`src/rtl/aes_job_ctrl.sv`:
```
// aes_job_ctrl
// Queued encrypt/decrypt job controller sitting in front of the single-shot
// `encryption` and `decryption` cores. Jobs {mode, tag, key, data} are buffered
// in a DEPTH-entry FIFO, run one at a time on the selected core, and returned
// as {tag, result, err}. A job whose core never reports done within TIMEOUT
// cycles is aborted with err=1 and counted in a saturating error counter.
//
// Ports
//   clock, rst                  rising-edge clock, synchronous active-high reset
//   i_in_valid / o_in_ready     job input handshake (o_in_ready = FIFO not full)
//   i_in_mode/tag/key/data      job fields (mode 1 = encrypt, 0 = decrypt)
//   o_out_valid / i_out_ready   result output handshake
//   o_out_tag/data/err          completed job tag, core result (0 on error), timeout flag
//   o_core_key/o_core_data      operands to both cores
//   o_enc_start/o_dec_start     level "inputs loaded" strobes to each core
//   o_core_rst                  reset to both cores
//   i_enc_done/result, i_dec_done/result   core completion and result
//   o_fifo_level                FIFO occupancy
//   o_busy                      controller not idle
//   o_err_count                 saturating timeout count
//
// State | meaning
//   IDLE   | cores out of reset, waiting for a queued job
//   LAUNCH | pop FIFO head, present operands, raise the selected start line
//   WAIT   | wait for the selected core's done flag or the timeout
//   OUT    | hold the result until the consumer takes it
//   CLEAR  | one-cycle core reset and operand clear before the next job
module aes_job_ctrl #(
    parameter int DATA_W  = 128,
    parameter int TAG_W   = 4,
    parameter int DEPTH   = 4,
    parameter int TIMEOUT = 64
) (
    input  logic                         clock,
    input  logic                         rst,
    input  logic                         i_in_valid,
    output logic                         o_in_ready,
    input  logic                         i_in_mode,
    input  logic [TAG_W-1:0]             i_in_tag,
    input  logic [DATA_W-1:0]            i_in_key,
    input  logic [DATA_W-1:0]            i_in_data,
    output logic                         o_out_valid,
    input  logic                         i_out_ready,
    output logic [TAG_W-1:0]             o_out_tag,
    output logic [DATA_W-1:0]            o_out_data,
    output logic                         o_out_err,
    output logic [DATA_W-1:0]            o_core_key,
    output logic [DATA_W-1:0]            o_core_data,
    output logic                         o_enc_start,
    output logic                         o_dec_start,
    output logic                         o_core_rst,
    input  logic                         i_enc_done,
    input  logic [DATA_W-1:0]            i_enc_result,
    input  logic                         i_dec_done,
    input  logic [DATA_W-1:0]            i_dec_result,
    output logic [$clog2(DEPTH):0]       o_fifo_level,
    output logic                         o_busy,
    output logic [7:0]                   o_err_count
);

    localparam int PTR_W = $clog2(DEPTH);
    localparam int LVL_W = PTR_W + 1;
    localparam int TMR_W = $clog2(TIMEOUT);

    typedef enum logic [2:0] {S_IDLE, S_LAUNCH, S_WAIT, S_OUT, S_CLEAR} state_t;

    logic                r_mem_mode [DEPTH];
    logic [TAG_W-1:0]    r_mem_tag  [DEPTH];
    logic [DATA_W-1:0]   r_mem_key  [DEPTH];
    logic [DATA_W-1:0]   r_mem_data [DEPTH];
    logic [PTR_W-1:0]    r_wr_ptr, r_rd_ptr;
    logic [LVL_W-1:0]    r_level;
    logic                r_in_ready;

    state_t              r_state, w_state_nxt;
    logic                r_mode, w_mode_nxt;
    logic [TAG_W-1:0]    r_tag, w_tag_nxt;
    logic [TMR_W-1:0]    r_timer, w_timer_nxt;
    logic                r_out_valid, w_out_valid_nxt;
    logic [TAG_W-1:0]    r_out_tag, w_out_tag_nxt;
    logic [DATA_W-1:0]   r_out_data, w_out_data_nxt;
    logic                r_out_err, w_out_err_nxt;
    logic [DATA_W-1:0]   r_core_key, w_core_key_nxt;
    logic [DATA_W-1:0]   r_core_data, w_core_data_nxt;
    logic                r_enc_start, w_enc_start_nxt;
    logic                r_dec_start, w_dec_start_nxt;
    logic                r_core_rst, w_core_rst_nxt;
    logic                r_busy;
    logic [7:0]          r_err_count, w_err_count_nxt;

    logic                w_push, w_pop, w_done;
    logic [DATA_W-1:0]   w_result;
    logic [LVL_W-1:0]    w_level_nxt;

    // Ready is taken from the registered full flag, so a pop in the same
    // cycle never lets a push into a full FIFO.
    assign w_push      = i_in_valid && r_in_ready;
    assign w_level_nxt = r_level + LVL_W'(w_push) - LVL_W'(w_pop);

    // Only the selected core is observed; the idle core's flags are ignored.
    assign w_done   = r_mode ? i_enc_done   : i_dec_done;
    assign w_result = r_mode ? i_enc_result : i_dec_result;

    always_comb begin
        w_state_nxt     = r_state;
        w_mode_nxt      = r_mode;
        w_tag_nxt       = r_tag;
        w_timer_nxt     = r_timer;
        w_out_valid_nxt = r_out_valid;
        w_out_tag_nxt   = r_out_tag;
        w_out_data_nxt  = r_out_data;
        w_out_err_nxt   = r_out_err;
        w_core_key_nxt  = r_core_key;
        w_core_data_nxt = r_core_data;
        w_enc_start_nxt = r_enc_start;
        w_dec_start_nxt = r_dec_start;
        w_core_rst_nxt  = r_core_rst;
        w_err_count_nxt = r_err_count;
        w_pop           = 1'b0;
        case (r_state)
            S_IDLE: begin
                w_core_rst_nxt  = 1'b0;
                w_enc_start_nxt = 1'b0;
                w_dec_start_nxt = 1'b0;
                if (r_level != '0) w_state_nxt = S_LAUNCH;
            end
            S_LAUNCH: begin
                w_pop           = 1'b1;
                w_core_key_nxt  = r_mem_key[r_rd_ptr];
                w_core_data_nxt = r_mem_data[r_rd_ptr];
                w_mode_nxt      = r_mem_mode[r_rd_ptr];
                w_tag_nxt       = r_mem_tag[r_rd_ptr];
                w_enc_start_nxt = r_mem_mode[r_rd_ptr];
                w_dec_start_nxt = !r_mem_mode[r_rd_ptr];
                w_timer_nxt     = '0;
                w_state_nxt     = S_WAIT;
            end
            S_WAIT: begin
                if (w_done) begin
                    w_out_data_nxt  = w_result;
                    w_out_err_nxt   = 1'b0;
                    w_out_tag_nxt   = r_tag;
                    w_out_valid_nxt = 1'b1;
                    w_state_nxt     = S_OUT;
                end else if (r_timer == TMR_W'(TIMEOUT - 1)) begin
                    w_out_data_nxt  = '0;
                    w_out_err_nxt   = 1'b1;
                    w_out_tag_nxt   = r_tag;
                    w_out_valid_nxt = 1'b1;
                    if (r_err_count != 8'hFF) w_err_count_nxt = r_err_count + 8'd1;
                    w_state_nxt     = S_OUT;
                end else begin
                    w_timer_nxt = r_timer + TMR_W'(1);
                end
            end
            S_OUT: begin
                if (i_out_ready) begin
                    w_out_valid_nxt = 1'b0;
                    w_state_nxt     = S_CLEAR;
                end
            end
            S_CLEAR: begin
                w_enc_start_nxt = 1'b0;
                w_dec_start_nxt = 1'b0;
                w_core_key_nxt  = '0;
                w_core_data_nxt = '0;
                w_core_rst_nxt  = 1'b1;
                w_state_nxt     = S_IDLE;
            end
            default: w_state_nxt = S_IDLE;
        endcase
    end

    // FIFO storage carries no reset; only the pointers and level are flushed.
    always_ff @(posedge clock) begin
        if (w_push) begin
            r_mem_mode[r_wr_ptr] <= i_in_mode;
            r_mem_tag[r_wr_ptr]  <= i_in_tag;
            r_mem_key[r_wr_ptr]  <= i_in_key;
            r_mem_data[r_wr_ptr] <= i_in_data;
        end
    end

    always_ff @(posedge clock) begin
        if (rst) begin
            r_wr_ptr    <= '0;
            r_rd_ptr    <= '0;
            r_level     <= '0;
            r_in_ready  <= 1'b1;
            r_state     <= S_IDLE;
            r_mode      <= 1'b0;
            r_tag       <= '0;
            r_timer     <= '0;
            r_out_valid <= 1'b0;
            r_out_tag   <= '0;
            r_out_data  <= '0;
            r_out_err   <= 1'b0;
            r_core_key  <= '0;
            r_core_data <= '0;
            r_enc_start <= 1'b0;
            r_dec_start <= 1'b0;
            r_core_rst  <= 1'b1;
            r_busy      <= 1'b0;
            r_err_count <= '0;
        end else begin
            if (w_push) r_wr_ptr <= r_wr_ptr + PTR_W'(1);
            if (w_pop)  r_rd_ptr <= r_rd_ptr + PTR_W'(1);
            r_level     <= w_level_nxt;
            r_in_ready  <= (w_level_nxt != LVL_W'(DEPTH));
            r_state     <= w_state_nxt;
            r_mode      <= w_mode_nxt;
            r_tag       <= w_tag_nxt;
            r_timer     <= w_timer_nxt;
            r_out_valid <= w_out_valid_nxt;
            r_out_tag   <= w_out_tag_nxt;
            r_out_data  <= w_out_data_nxt;
            r_out_err   <= w_out_err_nxt;
            r_core_key  <= w_core_key_nxt;
            r_core_data <= w_core_data_nxt;
            r_enc_start <= w_enc_start_nxt;
            r_dec_start <= w_dec_start_nxt;
            r_core_rst  <= w_core_rst_nxt;
            r_busy      <= (w_state_nxt != S_IDLE);
            r_err_count <= w_err_count_nxt;
        end
    end

    assign o_in_ready   = r_in_ready;
    assign o_out_valid  = r_out_valid;
    assign o_out_tag    = r_out_tag;
    assign o_out_data   = r_out_data;
    assign o_out_err    = r_out_err;
    assign o_core_key   = r_core_key;
    assign o_core_data  = r_core_data;
    assign o_enc_start  = r_enc_start;
    assign o_dec_start  = r_dec_start;
    assign o_core_rst   = r_core_rst;
    assign o_fifo_level = r_level;
    assign o_busy       = r_busy;
    assign o_err_count  = r_err_count;

endmodule

```
`config.mk`:
```
export PLATFORM = sky130hd
export DESIGN_NAME = aes_job_ctrl
export DESIGN_NICKNAME = d
export VERILOG_FILES = /design/src/rtl/aes_job_ctrl.sv
export SDC_FILE = /design/constraint.sdc
export NUM_CORES = 1
export LEC_CHECK = 0
export BUFFER_PORTS_ARGS = -buffer_cell sky130_fd_sc_hd__buf_2
export CAP_MARGIN = 20
export CORE_AREA = 2 2 358 360
export CTS_CLUSTER_SIZE = 8
export DETAILED_ROUTE_END_ITERATION = 8
export DIE_AREA = 0 0 360 362
export PLACE_DENSITY = 0.62
export SLEW_MARGIN = 5
export SYNTH_ARGS = -nofsm -noshare
export SYNTH_HDL_FRONTEND = slang
export SYNTH_SLANG_ARGS = --single-unit
```
`constraint.sdc`:
```
create_clock -name clock -period 21.2 [get_ports clock]
set_input_delay 2.12 -clock clock [delete_from_list [all_inputs] [get_ports clock]]
set_output_delay 2.12 -clock clock [all_outputs]
set_load 0.005 [all_outputs]
```
# Word-level counts from Yosys, hierarchy flattened
# Memories as Yosys holds them, arrays and structs flattened. A register that Yosys moved wholly into a read port is not among the register bits.
# Cells that the tools add are included.
[word_totals] ramBits=1044 register_bits=420 mem_count=4 wordCells=89 output_inout_bits=406
[mem_list] name="r_mem_data" depth=4 word_bits=128 read_ports=1 rd_ports_with_merged_regs=1 wr=1 line_no="70" source="logic [DATA_W-1:0] r_mem_data [DEPTH];"
[mem_list] name="r_mem_key" depth=4 word_bits=128 read_ports=1 rd_ports_with_merged_regs=1 wr=1 line_no="69" source="logic [DATA_W-1:0] r_mem_key [DEPTH];"
[mem_list] name="r_mem_tag" depth=4 word_bits=4 read_ports=1 rd_ports_with_merged_regs=1 wr=1 line_no="68" source="logic [TAG_W-1:0] r_mem_tag [DEPTH];"
[mem_list] name="r_mem_mode" depth=4 word_bits=1 read_ports=1 rd_ports_with_merged_regs=1 wr=1 line_no="67" source="logic r_mem_mode [DEPTH];"
[classes] bitwise=1 muxes=33 eq_ne=11 addsub=6 n_reduce_logical=16
[ops] operator="128-bit case mux with 2 select lines" n=2
[ops] operator="128-bit two-way mux" n=3
[ops] operator="2-bit two-way mux" n=6
[ops] operator="3-bit two-way mux" n=4
[ops] operator="6-bit two-way mux" n=2
[ops] operator="3-bit case mux with 4 select lines" n=1
[ops] operator="6-bit case mux with 2 select lines" n=1
[ops] operator="2-bit nonzero test" n=6
[ops] operator="8-bit by 1-bit adder with 8-bit output, second input constant" n=1
[ops] operator="1-bit two-way mux" n=8
[ops] operator="4-bit two-way mux" n=2
[ops] operator="8-bit != test, second input constant" n=1
[ops] operator="1-bit case mux with 2 select lines" n=4
[ops] operator="6-bit by 1-bit adder with 6-bit output, second input constant" n=1
[ops] operator="3-bit by 2-bit == test with 1-bit output, second input constant" n=2
[ops] operator="6-bit == test, second input constant" n=1
[ops] operator="2-bit != test, second input constant" n=3
[ops] operator="3-bit != test, second input constant" n=2
[ops] operator="3-bit AND reduction" n=2
[ops] operator="3-bit nonzero test" n=2
[ops] operator="2-bit by 1-bit adder with 2-bit output, second input constant" n=2
[ops] operator="4-bit AND reduction" n=1
[ops] operator="3-bit by 1-bit adder with 3-bit output" n=1
[ops] operator="3-bit by 1-bit == test with 1-bit output, second input constant" n=1
[ops] operator="8 further kinds" n=8

# Depth between registers and ports, before layout
[depth] depth_word=5 ltp_mapped=11 depth_no_buf=9

# Worst setup path after synthesis
# Ideal clock, no wire load.
[synth_path] path_kind="input-to-reg" from="in i_in_valid" to="mem r_mem_data[0][0], enable pin" setup_slack_ns=12.429 path_buffers=0 cell_stages=1 arrival_time_ns=8.115 required_time_ns=20.543 cell_sequence="and3_1"
[synth_between] elab_chain_cells=3
[synth_lines] item="start: declaration" line_no="36" source="input logic i_in_valid,"
[synth_lines] item="1-bit logical AND" line_no="97" source="assign w_push = i_in_valid && r_in_ready;"
[synth_lines] item="1-bit two-way mux" line_no="176" source="if (w_push) begin"
[synth_lines] item="1-bit two-way mux (not written as such)" line_no="180" source="r_mem_data[r_wr_ptr] <= i_in_data;"
[synth_lines] item="end: declaration" line_no="70"
# Every way passes these cells.

# Final worst setup path
[layout_path] from="reg r_state[0]" to="reg r_core_data[80], in the netlist o_core_data[80]"
[layout_between] elab_chain_cells=2 word_cells_on_any_way=4 classes_between="eq/ne: 2; mux: 1; reduce/logical: 1"
[layout_lines] item="start: declaration" line_no="75" source="state_t r_state, w_state_nxt;"
[layout_lines] item="start signal: assignment" line_no="210" source="r_state <= w_state_nxt;"
[layout_lines] item="3-bit == test or 3-bit by 1-bit == test with 1-bit output (tied branches)" line_no="120" source="case (r_state)"
[layout_lines] item="128-bit case mux with 2 select lines or 2-bit nonzero test (tied branches)"
[layout_lines] item="end signal: assignment" line_no="219" source="r_core_data <= w_core_data_nxt;"
[layout_lines] item="end: declaration" line_no="84" source="logic [DATA_W-1:0] r_core_data, w_core_data_nxt;"
# Several ways; a longest one is shown, not always the timed one.
# A chain may end at the register's enable or synchronous reset.

==> out/qor.txt <==
status = finished, final reports clean
post-synth cell types = 49
most frequent cell after synthesis = edfxtp_1
crit-path max cell delay = 0.90 ns
# setup viols final = 0
CTS tree = yes
RSZ-0062 raised after global routing = no
vias in the first global route = 30,900
clk buf depth = 3
Die H = 362 um
Crit Path Class = reg -> reg
Worst Setup End Kind = flop
crit-path most repeated cell = buf_4
Max VDD drop = 0.126 mV
Critical Path Start Type = flop
FF-to-FF path depth = 7
post-synth top area share = 0.593
Mapped Nets = 3,391
Warnings, synthesis = 0
post-route ant nets = 0
number of cell rows = 131
Period minus WS final = 4.44 ns
H-tree levels = 4
cts hold-fix bufs = 0
area leader, netlist = edfxtp_1
post-cts sizing count = 0
critical path peak fanout = 89
Worst path slowest cell = buf_4
skew final = 0.0335 ns
FF+latch count, synth = 1,470
io pins = 929
total power = 0.00866 W
Via Count = 30,500
detailed placer's ending HPWL = 91,100 um
Fin Setup TNS = 0 ns
die width = 360 um
Setup Buffers After CTS = 0
die area = 0.130 mm2
Overall Global Routing Usage = 0.214
class of the most critical hold timing path = reg -> reg
ordered list of cells on the worst path = or3b_2, inv_8, buf_4, buf_4, buf_4, a22oi_1, nor2_1
worst path required time = 21.93 ns
Post-synth top cells = edfxtp_1 (1,044), dfxtp_1 (426), nor2_1 (268), mux4_2 (261), a22oi_1 (256)
DRT Pass-1 Iters = 5
Root Driver = clkbuf_16
Synth area leaders = edfxtp_1 (59%), dfxtp_1 (16%), mux4_2 (11%), a22oi_1 (3.6%), mux2i_1 (2.4%)
top_reg_cell synth = edfxtp_1
largest net degree at the start of global routing = 156
layout cells sized above 1 = 0.367
residual DRC count = 0
Congestion Overflow GR = 0
drt via density = 5.37
Clock transition at path regs = 0.05 ns
fmax = 225 MHz
normalized max-slew margin = 0.253
DRT iter0 DRCs = 2,278
CTS Buf Count = 202
Starting Density = 0.418
Slew @ Worst Pin = 1.12 ns
Reg2Reg Setup Slack = 16.76 ns
Synth Cell Area = 0.0529 mm2
clk sinks = 1,470
Fin. Hold Viols = 0
period utilization = 0.210
worst path arrival time = 5.17 ns
proportion of synthesized chip area in sequential cells = 0.754
placeable core area = 0.127 mm2
routed wire length = 142,000 um
Final Max Tran Viols = 0
post-DR wirelength/cell = 25.1 um
fin nets = 4,364
Worst-Skew Late Latency = 0.81 ns
EDFF count, synth = 1,044
worst hold path stage count = 1
pwr/cell area = 133 mW/mm2
first-pass GRT wire length = 205,000 um
Async SR Flop Fraction = 0
Avg Synthesized Cell Area = 18.5 um2
initial antenna violation count = 53
synth-to-layout area growth = 23.3%
I/O Buffers = 928
MaxCap Viol Count = 0
GP Congestion = 0.882
Pleak = 23.3 nW
Syn Inst Count = 2,859
[layer usage]
| layer | vias to the layer above | routed length, um | global-route usage |
|---|---|---|---|
| li1 | 13500 | - | - |
| met1 | 15400 | 52800 | 0.248 |
| met2 | 1218 | 72000 | 0.361 |
| met3 | 335 | 9460 | 0.0548 |
| met4 | 36 | 7890 | 0.123 |
| met5 | - | 227 | 0 |
[layout by cell type (no fill, tap or decap), types with 5 or more instances in the layout]
cell	n
nand2_1	22
nor2_1	268
clkinv_16	5
clkbuf_1	145
inv_1	9
o2bb2ai_1	128
a21oi_1	20
mux4_2	261
nand4_1	5
edfxtp_1	1044
a22oi_1	256
ha_1	8
clkbuf_16	209
buf_4	34
o21ai_0	6
diode_2	21
buf_2	927
dfxtp_1	423
or4_1	5
nand3_1	16
mux2i_1	128
[cell families (layout without fill, tap and decap cells)]
group,Yosys count,after routing,synth area share
flip-flops,1470,1470,0.754
AO/OA/AOI/OAI,432,432,0.0632
multiplexers,391,391,0.136
AND/OR/NAND/NOR,343,343,0.0271
buffers and inverters,207,1339,0.0164
adder cells (fa/ha/maj),9,9,0.00227
XOR/XNOR,7,7,0.00116
other,0,21,0
[final timing paths]
path,startpoint,end
setup / recovery,r_state[0],o_core_data[80]
hold / removal,o_out_data[62],o_out_data[62]
setup reg to reg,r_state[0],o_core_data[80]
hold reg to reg,o_out_data[62],o_out_data[62]
[power breakdown]
group	switching, W	leakage (nW)	internal (W)
sequential	0.000208	13.0	0.00357
combinational	0.00105	7.47	0.000825
clock	0.00117	2.83	0.00183
total	0.00243	23.3	0.00623
[state kept, by name, indices dropped and copies added, names as in the netlist, 6 cells and up, named ones only]
register,flops
r_mem_key,512
o_out_data,128
o_err_count,8
r_mem_tag,16
o_core_data,128
r_timer,6
r_mem_data,512
o_core_key,128
[worst max-delay path: cells and delay by family (launching register included)]
family | cells | cell delay [ns]
DFF | 1 | 0.49
buffers and inverters | 4 | 2.85
and+or+nand+nor | 2 | 0.79
AOI/OAI and AO/OA | 1 | 0.16
[stage by stage]
step                      instances  worst slack, ns  utilization  hold slack (ns)  cell area (um2)
final                          5674            16.76        0.515            0.454            65200
after global routing           5664            16.47        0.515            0.470            65200
after CTS                      5652            16.64        0.514            0.456            65200
after detailed placement       5289            16.01        0.467            0.443            59200
after global placement         5289            16.00        0.467            0.440            59200
after floorplan                2859            12.43            -            0.437            52900
[final cells by class]
type | instances | area, um2
fillers | 10400 | 61500
diodes | 21 | 52.6
multi-input cells | 1182 | 12200
well taps | 1662 | 2080
clock buffers | 355 | 5790
repair buffers | 966 | 5000
flip-flops and latches | 1470 | 39900
inverters | 10 | 45.0
clock inverters | 8 | 183
Power figures use the tool's default switching activity.
